`config.mk`:
```
export PLATFORM = sky130hd
export DESIGN_NAME = cp0_tlb_regs_flat
export DESIGN_NICKNAME = d
export VERILOG_FILES = /design/src/rtl/cp0_tlb_regs_if.sv /design/src/rtl/cp0_tlb_regs.sv /design/src/flat_wrapper.sv
export SDC_FILE = /design/constraint.sdc
export NUM_CORES = 1
export LEC_CHECK = 0
export BUFFER_PORTS_ARGS = -buffer_cell sky130_fd_sc_hd__clkbuf_2
export CAP_MARGIN = 20
export CORE_MARGIN = 2
export CORE_UTILIZATION = 25
export DETAILED_ROUTE_END_ITERATION = 6
export GPL_ROUTABILITY_DRIVEN = 0
export HOLD_SLACK_MARGIN = 0.03
export PLACE_DENSITY = 0.52
export RECOVER_POWER = 100
export SLEW_MARGIN = 20
export SYNTH_ARGS = -nofsm -noshare
export SYNTH_HDL_FRONTEND = slang
export SYNTH_SLANG_ARGS = --single-unit
```
`constraint.sdc`:
```
create_clock -name clk -period 1.8 [get_ports clk]
set_input_delay 0.27 -clock clk [delete_from_list [all_inputs] [get_ports clk]]
set_output_delay 0.27 -clock clk [all_outputs]
set_load 0.01 [all_outputs]
```
`src/rtl/cp0_tlb_regs_if.sv`:
```
// IMMU: CP0 <-> MMU TLB management bundle.
// cpu side drives the TLB register images and the one-cycle writeTlb strobe;
// the MMU side returns tlbMiss/tlbModified/tlbInvalid.
interface IMMU;
  logic [31:0] index;
  logic [31:0] random;
  logic [31:0] entryLo0;
  logic [31:0] entryLo1;
  logic [31:0] ctx;
  logic [31:0] pageMask;
  logic [31:0] wired;
  logic [31:0] entryHi;
  logic        writeTlb;
  logic        tlbMiss;
  logic        tlbModified;
  logic        tlbInvalid;

  modport cpu (
    output index, random, entryLo0, entryLo1, ctx, pageMask, wired, entryHi, writeTlb,
    input  tlbMiss, tlbModified, tlbInvalid
  );

  modport mmu (
    input  index, random, entryLo0, entryLo1, ctx, pageMask, wired, entryHi, writeTlb,
    output tlbMiss, tlbModified, tlbInvalid
  );
endinterface

```
`src/rtl/cp0_tlb_regs.sv`:
```
// cp0_tlb_regs: CP0 TLB management registers (Index, Random, EntryLo0/1, Context,
//   PageMask, Wired, EntryHi), MTC0/MFC0 access, TLBWI/TLBWR write sequencing and
//   TLB exception VPN capture.
// Latency: MTC0 visible the cycle after the write edge; TLB op accepted on edge N,
//   writeTlb/busy high for cycle N+1 only; rdata is combinational.
// Backpressure: tlbOp is ignored while busy; no other stalls.
// Ports: clk/res (sync active-high reset), we/wsel/wdata (MTC0), rsel/rdata (MFC0),
//   tlbOp/busy (TLB write sequencing), exc/badVAddr (exception capture),
//   it (IMMU.cpu toward the MMU).
// Build option: CP0_WIRED_EN implements the Wired register; without it Wired reads 0
//   and Random wraps over the full range.
module cp0_tlb_regs #(
  parameter int TLB_ENTRIES = 64
) (
  input  logic        clk,
  input  logic        res,
  input  logic        we,
  input  logic [4:0]  wsel,
  input  logic [31:0] wdata,
  input  logic [4:0]  rsel,
  output logic [31:0] rdata,
  input  logic [1:0]  tlbOp,
  output logic        busy,
  input  logic        exc,
  input  logic [31:0] badVAddr,
  IMMU.cpu            it
);

  localparam int IW = $clog2(TLB_ENTRIES);
  localparam logic [IW-1:0] RAND_TOP = IW'(TLB_ENTRIES - 1);

  localparam logic [4:0] SEL_INDEX    = 5'd0;
  localparam logic [4:0] SEL_RANDOM   = 5'd1;
  localparam logic [4:0] SEL_ENTRYLO0 = 5'd2;
  localparam logic [4:0] SEL_ENTRYLO1 = 5'd3;
  localparam logic [4:0] SEL_CONTEXT  = 5'd4;
  localparam logic [4:0] SEL_PAGEMASK = 5'd5;
  localparam logic [4:0] SEL_WIRED    = 5'd6;
  localparam logic [4:0] SEL_ENTRYHI  = 5'd10;

  localparam logic [1:0] OP_TLBWI = 2'b01;
  localparam logic [1:0] OP_TLBWR = 2'b10;

  typedef enum logic {
    IDLE,
    WRITE
  } state_t;

  // Register storage: only the architecturally writable/readable fields are kept.
  logic [IW-1:0] index_q;
  logic [IW-1:0] random_q;
  logic [25:0]   entrylo0_q;
  logic [25:0]   entrylo1_q;
  logic [8:0]    ptebase_q;
  logic [18:0]   badvpn2_q;
  logic [11:0]   pagemask_q;
  logic [18:0]   vpn2_q;
  logic [7:0]    asid_q;
  logic [IW-1:0] wired_q;
  logic          wired_force;

  state_t        state_q, state_d;
  logic [IW-1:0] wslot_q, wslot_d;

  logic wr_index, wr_entrylo0, wr_entrylo1, wr_context, wr_pagemask, wr_entryhi;

  assign wr_index    = we && (wsel == SEL_INDEX);
  assign wr_entrylo0 = we && (wsel == SEL_ENTRYLO0);
  assign wr_entrylo1 = we && (wsel == SEL_ENTRYLO1);
  assign wr_context  = we && (wsel == SEL_CONTEXT);
  assign wr_pagemask = we && (wsel == SEL_PAGEMASK);
  assign wr_entryhi  = we && (wsel == SEL_ENTRYHI);

  // Low badVAddr bits are below page granularity and never stored; the MMU
  // status returns are consumed elsewhere in the pipeline.
  logic unused_inputs;
  assign unused_inputs = &{1'b0, badVAddr[12:0], it.tlbMiss, it.tlbModified, it.tlbInvalid};

`ifdef CP0_WIRED_EN
  logic wr_wired;
  assign wr_wired    = we && (wsel == SEL_WIRED);
  assign wired_force = wr_wired;

  always_ff @(posedge clk) begin
    if (res) begin
      wired_q <= '0;
    end else if (wr_wired) begin
      wired_q <= wdata[IW-1:0];
    end
  end
`else
  // With no Wired register the floor is 0, so Random wraps TOP -> 0 -> TOP.
  assign wired_q     = '0;
  assign wired_force = 1'b0;
`endif

  // Random counts down every cycle (busy or not) and reloads to the top once it
  // reaches the wired floor; wired >= TOP therefore pins it at the top.
  always_ff @(posedge clk) begin
    if (res) begin
      random_q <= RAND_TOP;
    end else if (wired_force || (random_q <= wired_q)) begin
      random_q <= RAND_TOP;
    end else begin
      random_q <= random_q - 1'b1;
    end
  end

  always_ff @(posedge clk) begin
    if (res) begin
      index_q    <= '0;
      entrylo0_q <= '0;
      entrylo1_q <= '0;
      ptebase_q  <= '0;
      badvpn2_q  <= '0;
      pagemask_q <= '0;
      vpn2_q     <= '0;
      asid_q     <= '0;
    end else begin
      if (wr_index)    index_q    <= wdata[IW-1:0];
      if (wr_entrylo0) entrylo0_q <= wdata[25:0];
      if (wr_entrylo1) entrylo1_q <= wdata[25:0];
      if (wr_context)  ptebase_q  <= wdata[31:23];
      if (wr_pagemask) pagemask_q <= wdata[24:13];
      if (wr_entryhi)  asid_q     <= wdata[7:0];
      // The faulting page overrides a simultaneous software write of VPN2.
      if (exc) begin
        badvpn2_q <= badVAddr[31:13];
        vpn2_q    <= badVAddr[31:13];
      end else if (wr_entryhi) begin
        vpn2_q <= wdata[31:13];
      end
    end
  end

  always_ff @(posedge clk) begin
    if (res) begin
      state_q <= IDLE;
      wslot_q <= '0;
    end else begin
      state_q <= state_d;
      wslot_q <= wslot_d;
    end
  end

  // The slot is frozen at accept time so a Random tick or Index write during
  // WRITE cannot redirect the TLB write.
  always_comb begin
    state_d = state_q;
    wslot_d = wslot_q;
    case (state_q)
      IDLE: begin
        if (tlbOp == OP_TLBWI) begin
          wslot_d = index_q;
          state_d = WRITE;
        end else if (tlbOp == OP_TLBWR) begin
          wslot_d = random_q;
          state_d = WRITE;
        end
      end
      WRITE: begin
        state_d = IDLE;
      end
      default: begin
        state_d = IDLE;
      end
    endcase
  end

  assign busy = (state_q == WRITE);

  logic [31:0] index_img, random_img, entrylo0_img, entrylo1_img;
  logic [31:0] context_img, pagemask_img, wired_img, entryhi_img;

  assign index_img    = 32'(index_q);
  assign random_img   = 32'(random_q);
  assign entrylo0_img = {6'd0, entrylo0_q};
  assign entrylo1_img = {6'd0, entrylo1_q};
  assign context_img  = {ptebase_q, badvpn2_q, 4'd0};
  assign pagemask_img = {7'd0, pagemask_q, 13'd0};
  assign wired_img    = 32'(wired_q);
  assign entryhi_img  = {vpn2_q, 5'd0, asid_q};

  always_comb begin
    rdata = 32'd0;
    case (rsel)
      SEL_INDEX:    rdata = index_img;
      SEL_RANDOM:   rdata = random_img;
      SEL_ENTRYLO0: rdata = entrylo0_img;
      SEL_ENTRYLO1: rdata = entrylo1_img;
      SEL_CONTEXT:  rdata = context_img;
      SEL_PAGEMASK: rdata = pagemask_img;
      SEL_WIRED:    rdata = wired_img;
      SEL_ENTRYHI:  rdata = entryhi_img;
      default:      rdata = 32'd0;
    endcase
  end

  // During WRITE the MMU sees the latched slot on index; otherwise Index itself.
  assign it.index    = busy ? 32'(wslot_q) : index_img;
  assign it.random   = random_img;
  assign it.entryLo0 = entrylo0_img;
  assign it.entryLo1 = entrylo1_img;
  assign it.ctx      = context_img;
  assign it.pageMask = pagemask_img;
  assign it.wired    = wired_img;
  assign it.entryHi  = entryhi_img;
  assign it.writeTlb = busy;

endmodule

```
`src/flat_wrapper.sv`:
```
// flat-port wrapper written by rule: the top's interface ports become plain ports
module cp0_tlb_regs_flat 
#(
  parameter int TLB_ENTRIES = 64
)
  (clk, res, we, wsel, wdata, rsel, rdata, tlbOp, busy, exc, badVAddr, it_index, it_random, it_entryLo0, it_entryLo1, it_ctx, it_pageMask, it_wired, it_entryHi, it_writeTlb, it_tlbMiss, it_tlbModified, it_tlbInvalid);
  IMMU it_i ();
  input  logic clk;
  input  logic res;
  input  logic we;
  input  logic [4:0] wsel;
  input  logic [31:0] wdata;
  input  logic [4:0] rsel;
  output logic [31:0] rdata;
  input  logic [1:0] tlbOp;
  output logic busy;
  input  logic exc;
  input  logic [31:0] badVAddr;
  output wire logic [$bits(it_i.index)-1:0] it_index;
  output wire logic [$bits(it_i.random)-1:0] it_random;
  output wire logic [$bits(it_i.entryLo0)-1:0] it_entryLo0;
  output wire logic [$bits(it_i.entryLo1)-1:0] it_entryLo1;
  output wire logic [$bits(it_i.ctx)-1:0] it_ctx;
  output wire logic [$bits(it_i.pageMask)-1:0] it_pageMask;
  output wire logic [$bits(it_i.wired)-1:0] it_wired;
  output wire logic [$bits(it_i.entryHi)-1:0] it_entryHi;
  output wire logic [$bits(it_i.writeTlb)-1:0] it_writeTlb;
  input wire logic [$bits(it_i.tlbMiss)-1:0] it_tlbMiss;
  input wire logic [$bits(it_i.tlbModified)-1:0] it_tlbModified;
  input wire logic [$bits(it_i.tlbInvalid)-1:0] it_tlbInvalid;
  assign it_index = it_i.index;
  assign it_random = it_i.random;
  assign it_entryLo0 = it_i.entryLo0;
  assign it_entryLo1 = it_i.entryLo1;
  assign it_ctx = it_i.ctx;
  assign it_pageMask = it_i.pageMask;
  assign it_wired = it_i.wired;
  assign it_entryHi = it_i.entryHi;
  assign it_writeTlb = it_i.writeTlb;
  assign it_i.tlbMiss = it_tlbMiss;
  assign it_i.tlbModified = it_tlbModified;
  assign it_i.tlbInvalid = it_tlbInvalid;
  cp0_tlb_regs #(.TLB_ENTRIES(TLB_ENTRIES)) u_core (.clk(clk), .res(res), .we(we), .wsel(wsel), .wdata(wdata), .rsel(rsel), .rdata(rdata), .tlbOp(tlbOp), .busy(busy), .exc(exc), .badVAddr(badVAddr), .it(it_i));
endmodule
```
==> metrics.csv, run 1 <==
stage,metric,value,unit
sta,Final Critical Period,1.918,ns
logic_synthesis,Post-synth ARST share,0,%
layout,Final Cell Area,0.01006,sq mm
clocking,TritonCTS Buffers,17,
sta,setup ws final,-0.1178,ns
sta,Layout Skew,0.002353,ns
routing,via count,6617,
placement,DP HPWL,21510,um
placement,port bufs,231,
logic_synthesis,register area share after synthesis,35.36,%
placement,dpl ws,-0.2117,ns
clocking,Clock Sinks,138,
layout,area grow syn2layout,28.78,%
layout,"commonest non-fill, non-tap cell in the layout",clkbuf_2,
floorplanning,Initial Utilization,25.48,%
floorplanning,Die Span X,180.8,um
global_route,initial antenna violation count,1,
floorplanning,Die Height,180.8,um
routing,Iter 0 DRT Violations,283,
floorplanning,Ports,373,
logic_synthesis,Mean Syn Cell Area,9.552,sq um
floorplanning,Die Area,0.03269,sq mm
global_route,vias in the first global route,6234,
global_route,gr busiest metal,met2,
logic_synthesis,Synth area leaders,"dfxtp_1 35%, mux2i_1 17%, buf_4 13%, nand2b_1 7.4%, a221oi_1 2.1%",
sta,share of the clock period used by the worst path,106.5,%
power_and_ir_drop,sw power,0.002152,W
sta,measured slew at the worst slew-check pin,1.105,ns
floorplanning,core area,0.03067,sq mm
logic_synthesis,"FF+latch count, synth",138,
placement,placed cell count,1448,
worst_setup_path,crit path DAT,1.65,ns
layout,fin nets,1163,
sta,endpoints failing hold,0,
power_and_ir_drop,P_leak,4.734,nW
routing,Via density,4.450,
routing,post-route ant nets,0,
floorplanning,row cnt,64,
hold_path,Hold Path Class,in -> reg,
clocking,Worst-path clk slew,0.06,ns
routing,DRT Wirelength,28540,um
layout,"commonest non-fill, non-tap cells in the layout","170 x clkbuf_2, 133 x mux2i_1, 130 x dfxtp_1, 125 x conb_1, 92 x nand2b_1",
layout,layout cells sized above 1,31.38,%
logic_synthesis,Synth Warn #,0,
clocking,Max Buffers Root-to-Sink,2,
routing,number of remaining DRC errors,0,
status,run status,finished with violations,
sta,hold_ws,0.1030,ns
power_and_ir_drop,logic gate share of total power,12.9,%
global_route,GRT Resource Usage Total,16.79,%
logic_synthesis,leading area contributor after synthesis,dfxtp_1,
worst_setup_path,"Req. time, crit path",1.53,ns
global_route,largest net degree at the start of global routing,40,
clocking,Root Driver,clkbuf_16,
logic_synthesis,Post-Syn Area,0.007814,sq mm
layout,number of standard cells in the final layout excluding fillers,1487,
logic_synthesis,post-synth cell types,54,
power_and_ir_drop,Clk pwr share,47.0,%
sta,Slew HR,26.33,%
global_route,met1 Use GR,21.00,%
layout,Util after Layout,32.81,%
power_and_ir_drop,Switching Fraction,26.70,%
layout,Layout fillers,3250,
power_and_ir_drop,register share of total power,40.1,%
worst_setup_path,endpoint type of the worst setup path,output port,
layout,Multi-input gate area,0.004263,sq mm
logic_synthesis,Post-Syn Instances,818,
logic_synthesis,main flop type after synthesis,dfxtp_1,
global_route,grt total ovfl,0,
worst_setup_path,Critical Path Fanout Max,5,
sta,Fmax,521.4,MHz
clocking,H-tree lvl count,4,
routing,wire per inst,19.19,um
power_and_ir_drop,internal power,0.005907,W
sta,Slew Limit Fails,0,
worst_setup_path,CP Class,in -> out,
sta,Setup Viol. Count Final,24,
global_route,M3 GR Usage,5.422,%
flow_run,max-cap violations,0,
status,failing checks,negative setup slack,
worst_setup_path,CP Launch Type,input pin,
logic_synthesis,Yosys top cell area share,35.36,%
placement,"Cell Area, Placed",0.009314,sq mm
logic_synthesis,number of synthesized flops with an enable pin,0,
power_and_ir_drop,maximum vdd drop,557.2,uV
clocking,Post-CTS Hold Fix Bufs,0,
clocking,Skew-Pair Late Insertion Delay,0.42,ns
clocking,CTS tree,yes,
power_and_ir_drop,pwr dens,800.9,mW/mm^2
global_route,global-route wire length before repair,41190,um
routing,drt pass-1 iters,5,
global_route,GR Util met2,27.86,%
sta,unrepaired setup endpoints after global routing,yes,
layout,Register Area,0.002773,sq mm
==> per-layer routing <==
metal	up-vias	wire, um
met5	-	0
met4	0	303
met3	16	2100
met2	253	13720
met1	3202	12420
li1	3146	-
==> layout make-up <==
| type | instances | share of cell area [%] |
|---|---|---|
| multi-input combinational | 596 | 42.36 |
| sequential | 138 | 27.56 |
| timing repair buffer | 302 | 18.15 |
| tap | 396 | 4.924 |
| clock buffer | 20 | 4.439 |
| clock inverter | 12 | 1.716 |
| inverter | 22 | 0.8207 |
| antenna | 1 | 0.02487 |
==> repair_timing <==
item,CTS,global route
buffers inserted,3,2
gates resized for setup,26,53
pin swaps,7,11
gates cloned,0,1
endpoints found under the setup margin,38,32
==> critical path, stage by stage <==
cell and delay (ns):
buf_8 0.10, or4b_4 0.59, nor2_4 0.19, buf_6 0.12, a221o_1 0.21, buf_2 0.17
==> sequential cells by signal, summed over array words and instances, names as in the netlist <==
register / count
u_core.entrylo0_q: 26
u_core.entrylo1_q: 26
u_core.badvpn2_q: 19
u_core.vpn2_q: 19
u_core.pagemask_q: 12
u_core.ptebase_q: 9
u_core.asid_q: 8
u_core.index_q: 6
u_core.random_q: 6
u_core.wslot_q: 6
u_core.busy: 1
==> stage by stage <==
stage | power, W | setup TNS (ns)
floorplan | 0.004054 | 0
global placement | 0.004315 | -3.096
detailed placement | 0.004325 | -3.498
CTS | 0.008172 | -1.742
global route | 0.008402 | -2.861
finish | 0.008058 | -1.478
==> power groups by stage <==
stage	Combinational [W]	Sequential [W]	Clock [W]
detailed placement	0.00103	0.00330	0
finish	0.00104	0.00323	0.00379
CTS	0.00104	0.00323	0.00389
global placement	0.00102	0.00330	0
floorplan	0.000747	0.00331	0
global route	0.00113	0.00324	0.00403
==> logic make-up (layout without fill, tap and decap cells) <==
| kind of cell | after synthesis | in the layout | synth area share (%) |
|---|---|---|---|
| AO/OA/AOI/OAI | 124 | 124 | 12.31 |
| flip-flops | 138 | 138 | 35.36 |
| buffers and inverters | 208 | 356 | 17.36 |
| AND/OR/NAND/NOR | 196 | 196 | 15.37 |
| multiplexers | 145 | 145 | 18.74 |
| adder cells (fa/ha/maj) | 3 | 3 | 0.4804 |
| XOR/XNOR | 3 | 3 | 0.3363 |
| other | 1 | 126 | 0.04799 |
==> final timing paths <==
check,startpoint,slack [ns],end,cells after the start
min,wdata[3],0.10,u_core.asid_q[3],3
max,rsel[3],-0.12,rdata[7],6
min reg2reg,u_core.ptebase_q[6],0.49,u_core.ptebase_q[6],2
max reg2reg,u_core.random_q[1],0.35,u_core.random_q[5],4
==> cells in the mapped netlist, types with 9 or more instances <==
| cell type | n |
|---|---|
| clkbuf_1 | 26 |
| mux2i_1 | 135 |
| nand3_1 | 22 |
| nand2b_1 | 92 |
| dfxtp_1 | 138 |
| a21oi_1 | 9 |
| a221o_1 | 9 |
| o21ai_0 | 27 |
| inv_1 | 22 |
| or2b_1 | 16 |
| a31oi_1 | 19 |
| o221ai_2 | 10 |
| buf_2 | 15 |
| a221oi_1 | 19 |
| nor2_1 | 31 |
| mux2_2 | 10 |
| buf_4 | 134 |
(Power assumes the default switching activity.)
==> run 2: changes to the inputs <==
--- a/config.mk
+++ b/config.mk
@@ -9,6 +9,7 @@
 export CAP_MARGIN = 20
 export CORE_MARGIN = 2
 export CORE_UTILIZATION = 25
+export CTS_BUF_LIST = sky130_fd_sc_hd__clkbuf_4 sky130_fd_sc_hd__clkbuf_8 sky130_fd_sc_hd__clkbuf_16
 export DETAILED_ROUTE_END_ITERATION = 6
 export GPL_ROUTABILITY_DRIVEN = 0
 export HOLD_SLACK_MARGIN = 0.03
==> run 2 against run 1 <==
The flow still finishes with violations (negative setup slack). Fmax hardly changed. Clock skew is 0.00078 ns higher. Final area is 0.35% lower. Setup slack worse by 0.0019 ns. Critical path depth is 2 lower. Critical path type is now reg -> out.
==> metrics.csv, run 2 (same netlist as run 1, synthesis figures left out) <==
stage,metric,value,unit,change
floorplanning,Initial Utilization,25.48,%,unchanged
floorplanning,Ports,373,,unchanged
status,failing checks,negative setup slack,,
worst_setup_path,Buf/Inv on CP,1,,-2
layout,"commonest non-fill, non-tap cells in the layout","132 x mux2i_1, 128 x dfxtp_1, 125 x conb_1, 125 x clkbuf_1, 92 x nand2b_1",,
clocking,Root Driver,clkbuf_16,,
worst_setup_path,CP Class,reg -> out,,
clocking,Post-CTS Hold Fix Bufs,0,,unchanged
sta,Final Critical Period,1.920,ns,+0.001895 ns
global_route,initial antenna violation count,1,,unchanged
placement,placed cell count,1448,,unchanged
floorplanning,row cnt,64,,unchanged
worst_setup_path,capturing point of the worst reg2reg path,u_core.random_q[5],,
layout,Register Area,0.002775,sq mm,about the same
floorplanning,Die Height,180.8,um,unchanged
power_and_ir_drop,Switching Fraction,26.62,%,-0.077 points
sta,unrepaired setup endpoints after global routing,yes,,
worst_setup_path,crit path DAT,1.65,ns,about the same
routing,post-route ant nets,0,,unchanged
power_and_ir_drop,maximum vdd drop,557.3,uV,about the same
clocking,H-tree lvl count,4,,unchanged
sta,setup TNS,-0.6921,ns,+0.7858 ns
worst_setup_path,CP Launch Type,flip-flop,,
worst_setup_path,CP top delay family,compound AO/OA/AOI/OAI gates,,
placement,"Cell Area, Placed",0.009314,sq mm,unchanged
global_route,largest net degree at the start of global routing,40,,unchanged
power_and_ir_drop,Clk pwr share,47.2,%,+0.2 points
worst_setup_path,r2r worst-path depth,4,,unchanged
worst_setup_path,endpoint type of the worst setup path,output port,,
sta,Layout Skew,0.003133,ns,+0.0007801 ns
worst_setup_path,Critical Path Fanout Max,2,,-3
sta,setup ws final,-0.1197,ns,-0.001895 ns
sta,measured slew at the worst slew-check pin,1.053,ns,-0.05252 ns
layout,biggest regs,"u_core.entrylo0_q: 26 flops, u_core.entrylo1_q: 26 flops",,
clocking,Worst-path clk slew,0.06,ns,about the same
global_route,grt total ovfl,0,,unchanged
layout,Layout fillers,3280,,+0.92%
power_and_ir_drop,internal power,0.005927,W,+0.35%
sta,Fmax,520.9,MHz,about the same
layout,Multi-input gate area,0.004293,sq mm,+0.70%
worst_setup_path,r2r startpoint,u_core.random_q[1],,
floorplanning,Die Area,0.03269,sq mm,unchanged
routing,DRT Wirelength,28700,um,+0.55%
power_and_ir_drop,logic gate share of total power,12.8,%,about the same
clocking,Skew-Pair Late Insertion Delay,0.42,ns,about the same
sta,endpoints failing hold,0,,unchanged
floorplanning,Die Span X,180.8,um,unchanged
sta,Slew Limit Fails,0,,unchanged
routing,drt pass-1 iters,5,,unchanged
flow_run,max-cap violations,0,,unchanged
worst_setup_path,Crit-path slowest cell,dfxtp_2,,
power_and_ir_drop,pwr dens,805.6,mW/mm^2,+0.59%
clocking,TritonCTS Buffers,17,,unchanged
clocking,Max Buffers Root-to-Sink,2,,unchanged
worst_setup_path,critical path depth,4,,-2
layout,Final Cell Area,0.01003,sq mm,-0.35%
worst_setup_path,"Req. time, crit path",1.53,ns,about the same
placement,dpl ws,-0.2117,ns,unchanged
layout,number of standard cells in the final layout excluding fillers,1488,,+0.067%
routing,Via density,4.427,,-0.51%
power_and_ir_drop,sw power,0.002151,W,about the same
clocking,Clock Sinks,138,,unchanged
routing,Iter 0 DRT Violations,302,,+6.7%
worst_setup_path,CP endpoint,rdata[3],,
placement,DP HPWL,21510,um,unchanged
placement,port bufs,231,,unchanged
floorplanning,core area,0.03067,sq mm,unchanged
layout,"commonest non-fill, non-tap cell in the layout",mux2i_1,,
clocking,CTS tree,yes,,
global_route,GRT Resource Usage Total,16.79,%,about the same
sta,Setup Viol. Count Final,19,,-21%
global_route,global-route wire length before repair,41190,um,unchanged
layout,area grow syn2layout,28.33,%,
routing,via count,6588,,-0.44%
worst_setup_path,"critical path, cell by cell",mux2_4 > a32o_2 > a221o_1 > buf_2,,
routing,number of remaining DRC errors,0,,unchanged
sta,Slew HR,29.83,%,+3.5 points
layout,layout cells sized above 1,24.47,%,-6.9 points
layout,fin nets,1164,,+0.086%
worst_setup_path,Critical path origin,u_core.index_q[3],,
worst_setup_path,flop-to-flop setup slack,0.36,ns,about the same
global_route,vias in the first global route,6266,,+0.51%
power_and_ir_drop,register share of total power,40.0,%,about the same
routing,wire per inst,19.29,um,+0.48%
worst_setup_path,largest stage delay on the critical path,0.32,ns,-0.27 ns
status,run status,finished with violations,,
sta,hold_ws,0.09629,ns,-0.006735 ns
sta,share of the clock period used by the worst path,106.6,%,about the same
hold_path,Hold Path Class,in -> reg,,
power_and_ir_drop,P_leak,4.468,nW,-5.6%
-- run 2: stage by stage --
step                total power [W]  util (%)
CTS                        0.008204     32.85
finish                     0.008078     32.69
global route               0.008425     32.69
global placement           0.004315     30.37
detailed placement         0.004325     30.37
floorplan                  0.004054         -
-- run 2: power groups by stage --
| stage | sequential, W | clock, W | combinational, W |
|---|---|---|---|
| 2_1_floorplan | 0.00331 | 0 | 0.000747 |
| 3_3_place_gp | 0.00330 | 0 | 0.00102 |
| 4_1_cts | 0.00323 | 0.00393 | 0.00104 |
| 6_report | 0.00323 | 0.00382 | 0.00103 |
| 5_1_grt | 0.00324 | 0.00406 | 0.00113 |
| 3_5_place_dp | 0.00330 | 0 | 0.00103 |
-- run 2: worst reg2reg max path: stages (launching register included) --
cell,delay (ns)
dfxtp_2,0.32
buf_4,0.14
or3_1,0.42
or4_1,0.41
nand3_1,0.09
-- run 2: cell type report --
cell class	count	area share, %
antenna	1	0.02496
inverter	22	0.8236
multi-input combinational	596	42.81
clock buffer	20	4.530
clock inverter	12	1.722
tap	396	4.941
sequential	138	27.68
timing repair buffer	303	17.47
-- run 2: per-layer routing --
layer / global-route usage, % / share of wire (%)
met1: 20.95 / 43
met2: 27.89 / 48
met3: 5.442 / 7.2
met4: 4.194 / 0.85
met5: 0 / 0
-- run 2: repair_timing --
item / CTS / global route
resized for setup: 28 / 58
endpoints found under the hold margin: 0 / 0
setup endpoints to repair: 38 / 32
pin swaps: 8 / 5
cloned: 0 / 1
setup buffers: 3 / 3
-- run 2: worst min path at each step --
| stage | startpoint | endpoint | slack [ns] | cells after the start |
|---|---|---|---|---|
| floorplan | badVAddr[23] | u_core.badvpn2_q[10] | 0.42 | 2 |
| global placement | u_core.ptebase_q[6] | u_core.ptebase_q[6] | 0.47 | 2 |
| detailed placement | u_core.ptebase_q[3] | u_core.ptebase_q[3] | 0.48 | 2 |
| CTS | wdata[29] | u_core.ptebase_q[6] | 0.08 | 3 |
| global route | wdata[29] | u_core.ptebase_q[6] | 0.09 | 3 |
| finish | badVAddr[28] | u_core.badvpn2_q[15] | 0.1 | 3 |
==> run 3: changes to the inputs <==
--- a/config.mk
+++ b/config.mk
@@ -10,9 +10,10 @@
 export CORE_MARGIN = 2
 export CORE_UTILIZATION = 25
 export CTS_BUF_LIST = sky130_fd_sc_hd__clkbuf_4 sky130_fd_sc_hd__clkbuf_8 sky130_fd_sc_hd__clkbuf_16
+export CTS_CLUSTER_SIZE = 16
 export DETAILED_ROUTE_END_ITERATION = 6
 export GPL_ROUTABILITY_DRIVEN = 0
-export HOLD_SLACK_MARGIN = 0.03
+export HOLD_SLACK_MARGIN = 0.02
 export PLACE_DENSITY = 0.52
 export RECOVER_POWER = 100
 export SLEW_MARGIN = 20
==> constraint.sdc (replaced) <==
create_clock -name clk -period 1.8 [get_ports clk]
set_input_delay 0.27 -clock clk [delete_from_list [all_inputs] [get_ports clk]]
set_output_delay 0.27 -clock clk [all_outputs]
set_load 0.02 [all_outputs]
==> run 3 against run 2 <==
The run still ends with negative setup slack left. Cell count up 0.81%. Sequential power about the same. Critical path depth unchanged. Clock skew up 0.011 ns. Global-route usage up 0.28 points. Total power down 0.68%. Sequential share of layout area down 1.3 points. Worst hold slack better by 0.0046 ns. Register-to-register slack worse by 0.05 ns. Final area up 5.1%. Flip-flop and latch count unchanged. Setup slack worse by 0.031 ns. Critical path type unchanged.
==> metrics.csv, run 3 (same netlist as run 1, synthesis figures left out) <==
stage,metric,value,unit,change
status,run status,finished with violations,,
status,failing checks,negative setup slack,,
routing,drt pass-1 iters,6,,+1
floorplanning,Die Height,180.8,um,unchanged
power_and_ir_drop,P_leak,4.518,nW,+1.1%
routing,post-route ant nets,0,,unchanged
clocking,Clock Sinks,138,,unchanged
power_and_ir_drop,Power Total,0.008023,W,-0.68%
routing,DRT Wirelength,28850,um,+0.51%
power_and_ir_drop,sw power,0.002473,W,+15%
routing,Iter 0 DRT Violations,280,,-7.3%
clocking,Root Driver,clkbuf_16,,
clocking,TritonCTS Buffers,17,,unchanged
clocking,Skew-Pair Late Insertion Delay,0.42,ns,about the same
global_route,global-route wire length before repair,42060,um,+2.1%
floorplanning,core area,0.03067,sq mm,unchanged
floorplanning,Die Span X,180.8,um,unchanged
floorplanning,row cnt,64,,unchanged
power_and_ir_drop,Switching Fraction,30.83,%,+4.2 points
routing,number of remaining DRC errors,0,,unchanged
sta,setup ws final,-0.1508,ns,-0.03116 ns
worst_setup_path,CP Launch Type,flip-flop,,
sta,unrepaired setup endpoints after global routing,yes,,
worst_setup_path,CP Class,reg -> out,,
floorplanning,Initial Utilization,25.48,%,unchanged
worst_setup_path,r2r worst-path depth,5,,+1
placement,"Cell Area, Placed",0.009351,sq mm,+0.40%
sta,endpoints failing hold,0,,unchanged
routing,via count,6674,,+1.3%
placement,placed cell count,1453,,+0.35%
routing,Routed met1 length,12510,um,+0.33%
sta,share of the clock period used by the worst path,108.4,%,+1.7 points
power_and_ir_drop,Clk pwr share,44.2,%,-3.0 points
power_and_ir_drop,pwr dens,761.6,mW/mm^2,-5.5%
sta,measured slew at the worst slew-check pin,1.062,ns,+0.009925 ns
clocking,CTS tree,yes,,
layout,layout cells sized above 1,25.48,%,+1.0 points
global_route,initial antenna violation count,0,,-1
floorplanning,Ports,373,,unchanged
placement,dpl ws,-0.2308,ns,-0.01906 ns
clocking,Worst-path clk slew,0.07,ns,about the same
hold_path,Hold Path Origin,badVAddr[28],,
worst_setup_path,Critical Path Fanout Max,2,,unchanged
hold_path,Hold Crit Depth,3,,unchanged
worst_setup_path,flop-to-flop setup slack,0.31,ns,-0.05 ns
sta,Setup Viol. Count Final,32,,+13
worst_setup_path,r2r startpoint,u_core.random_q[0],,
layout,fin nets,1176,,+1.0%
worst_setup_path,crit path DAT,1.68,ns,+0.03 ns
routing,wire per inst,19.23,um,-0.29%
worst_setup_path,endpoint type of the worst setup path,output port,,
power_and_ir_drop,register share of total power,40.3,%,+0.3 points
layout,Final Cell Area,0.01053,sq mm,+5.1%
sta,Fmax,512.6,MHz,-1.6%
worst_setup_path,Critical path origin,u_core.index_q[2],,
floorplanning,Die Area,0.03269,sq mm,unchanged
routing,Max Used Layer,met4,,
routing,Via density,4.449,,+0.49%
worst_setup_path,"Req. time, crit path",1.53,ns,about the same
sta,Slew Limit Fails,0,,unchanged
layout,number of standard cells in the final layout excluding fillers,1500,,+0.81%
sta,Layout Skew,0.01438,ns,+0.01125 ns
global_route,grt total ovfl,0,,unchanged
placement,DP HPWL,21750,um,+1.1%
layout,"commonest non-fill, non-tap cells in the layout","138 x clkbuf_1, 129 x dfxtp_1, 126 x mux2i_1, 125 x conb_1, 92 x nand2b_1",,
layout,biggest regs,"u_core.entrylo0_q: 26 flops, u_core.entrylo1_q: 26 flops",,
sta,Slew HR,29.17,%,-0.66 points
power_and_ir_drop,internal power,0.005550,W,-6.4%
routing,WL met2,14050,um,+0.96%
placement,port bufs,231,,unchanged
hold_path,Hold Path Sink,u_core.badvpn2_q[15],,
clocking,H-tree lvl count,4,,unchanged
layout,area grow syn2layout,34.81,%,
global_route,largest net degree at the start of global routing,46,,+15%
sta,Final Critical Period,1.951,ns,+0.03116 ns
power_and_ir_drop,maximum vdd drop,565.8,uV,+1.5%
routing,met3 wire len,2014,um,-2.9%
flow_run,max-cap violations,0,,unchanged
global_route,GRT Resource Usage Total,17.07,%,+0.28 points
clocking,Max Buffers Root-to-Sink,2,,unchanged
power_and_ir_drop,logic gate share of total power,15.5,%,+2.7 points
hold_path,Hold Path Class,in -> reg,,
layout,"commonest non-fill, non-tap cell in the layout",clkbuf_1,,
global_route,vias in the first global route,6446,,+2.9%
layout,Util after Layout,34.35,%,+1.7 points
worst_setup_path,capturing point of the worst reg2reg path,u_core.random_q[5],,
[run 3: cell count changes in the layout (fill, tap and decap cells not counted), sizes merged]
cell	delta
bufinv	-3
clkinv	-6
clkbuf	+11
inv	+7
clkinvlp	+3
[run 3: metal layers]
metal / track usage (%) / vias to the layer above
met3: 4.959 / 14
li1: - / 3174
met1: 21.31 / 3224
met4: 3.935 / 0
met5: 0 / -
met2: 28.94 / 262
[run 3: final cells by class]
class | instances | area, sq um
Antenna cell | 1 | 2.502
Clock buffer | 19 | 446.7
Clock inverter | 13 | 131.4
Fill cell | 3270 | 20140
Inverter | 22 | 82.58
Multi-Input combinational cell | 596 | 4519
Sequential cell | 138 | 2774
Tap cell | 396 | 495.5
Timing Repair Buffer | 315 | 2082
[run 3: power groups by stage]
stage	clock (W)	sequential, W	combinational, W
floorplan	0	0.00336	0.000878
finish	0.00355	0.00323	0.00125
global placement	0	0.00330	0.00121
detailed placement	0	0.00330	0.00121
global route	0.00380	0.00324	0.00134
CTS	0.00367	0.00323	0.00127
[run 3: how the worst max path moves through the flow]
stage | end | slack, ns
after CTS | rdata[2] | -0.16
final | rdata[2] | -0.15
after global routing | rdata[2] | -0.22
after floorplan | rdata[13] | 0.15
after global placement | rdata[8] | -0.22
after detailed placement | rdata[8] | -0.23
[run 3: critical path: stages, from the launching register on]
cell      delay (ns)
dfxtp_2         0.33
mux2_4          0.27
a32o_2          0.23
a221o_1         0.28
clkbuf_8        0.16
[run 3: what timing repair did]
item / 4_1_cts / 5_1_grt
endpoints found under the setup margin: 38 / 32
setup buffers: 7 / 7
pin swaps: 13 / 10
endpoints found under the hold margin: 0 / 0
cloned: 0 / 1
resized for setup: 120 / 54
hold buffers: 0 / 0
[run 3: stage by stage]
step,setup TNS (ns),hold WS [ns]
2_1_floorplan,0,0.4172
3_3_place_gp,-4.058,0.4734
3_5_place_dp,-4.301,0.4773
4_1_cts,-2.306,0.07869
5_1_grt,-6.380,0.09176
6_report,-1.953,0.1009
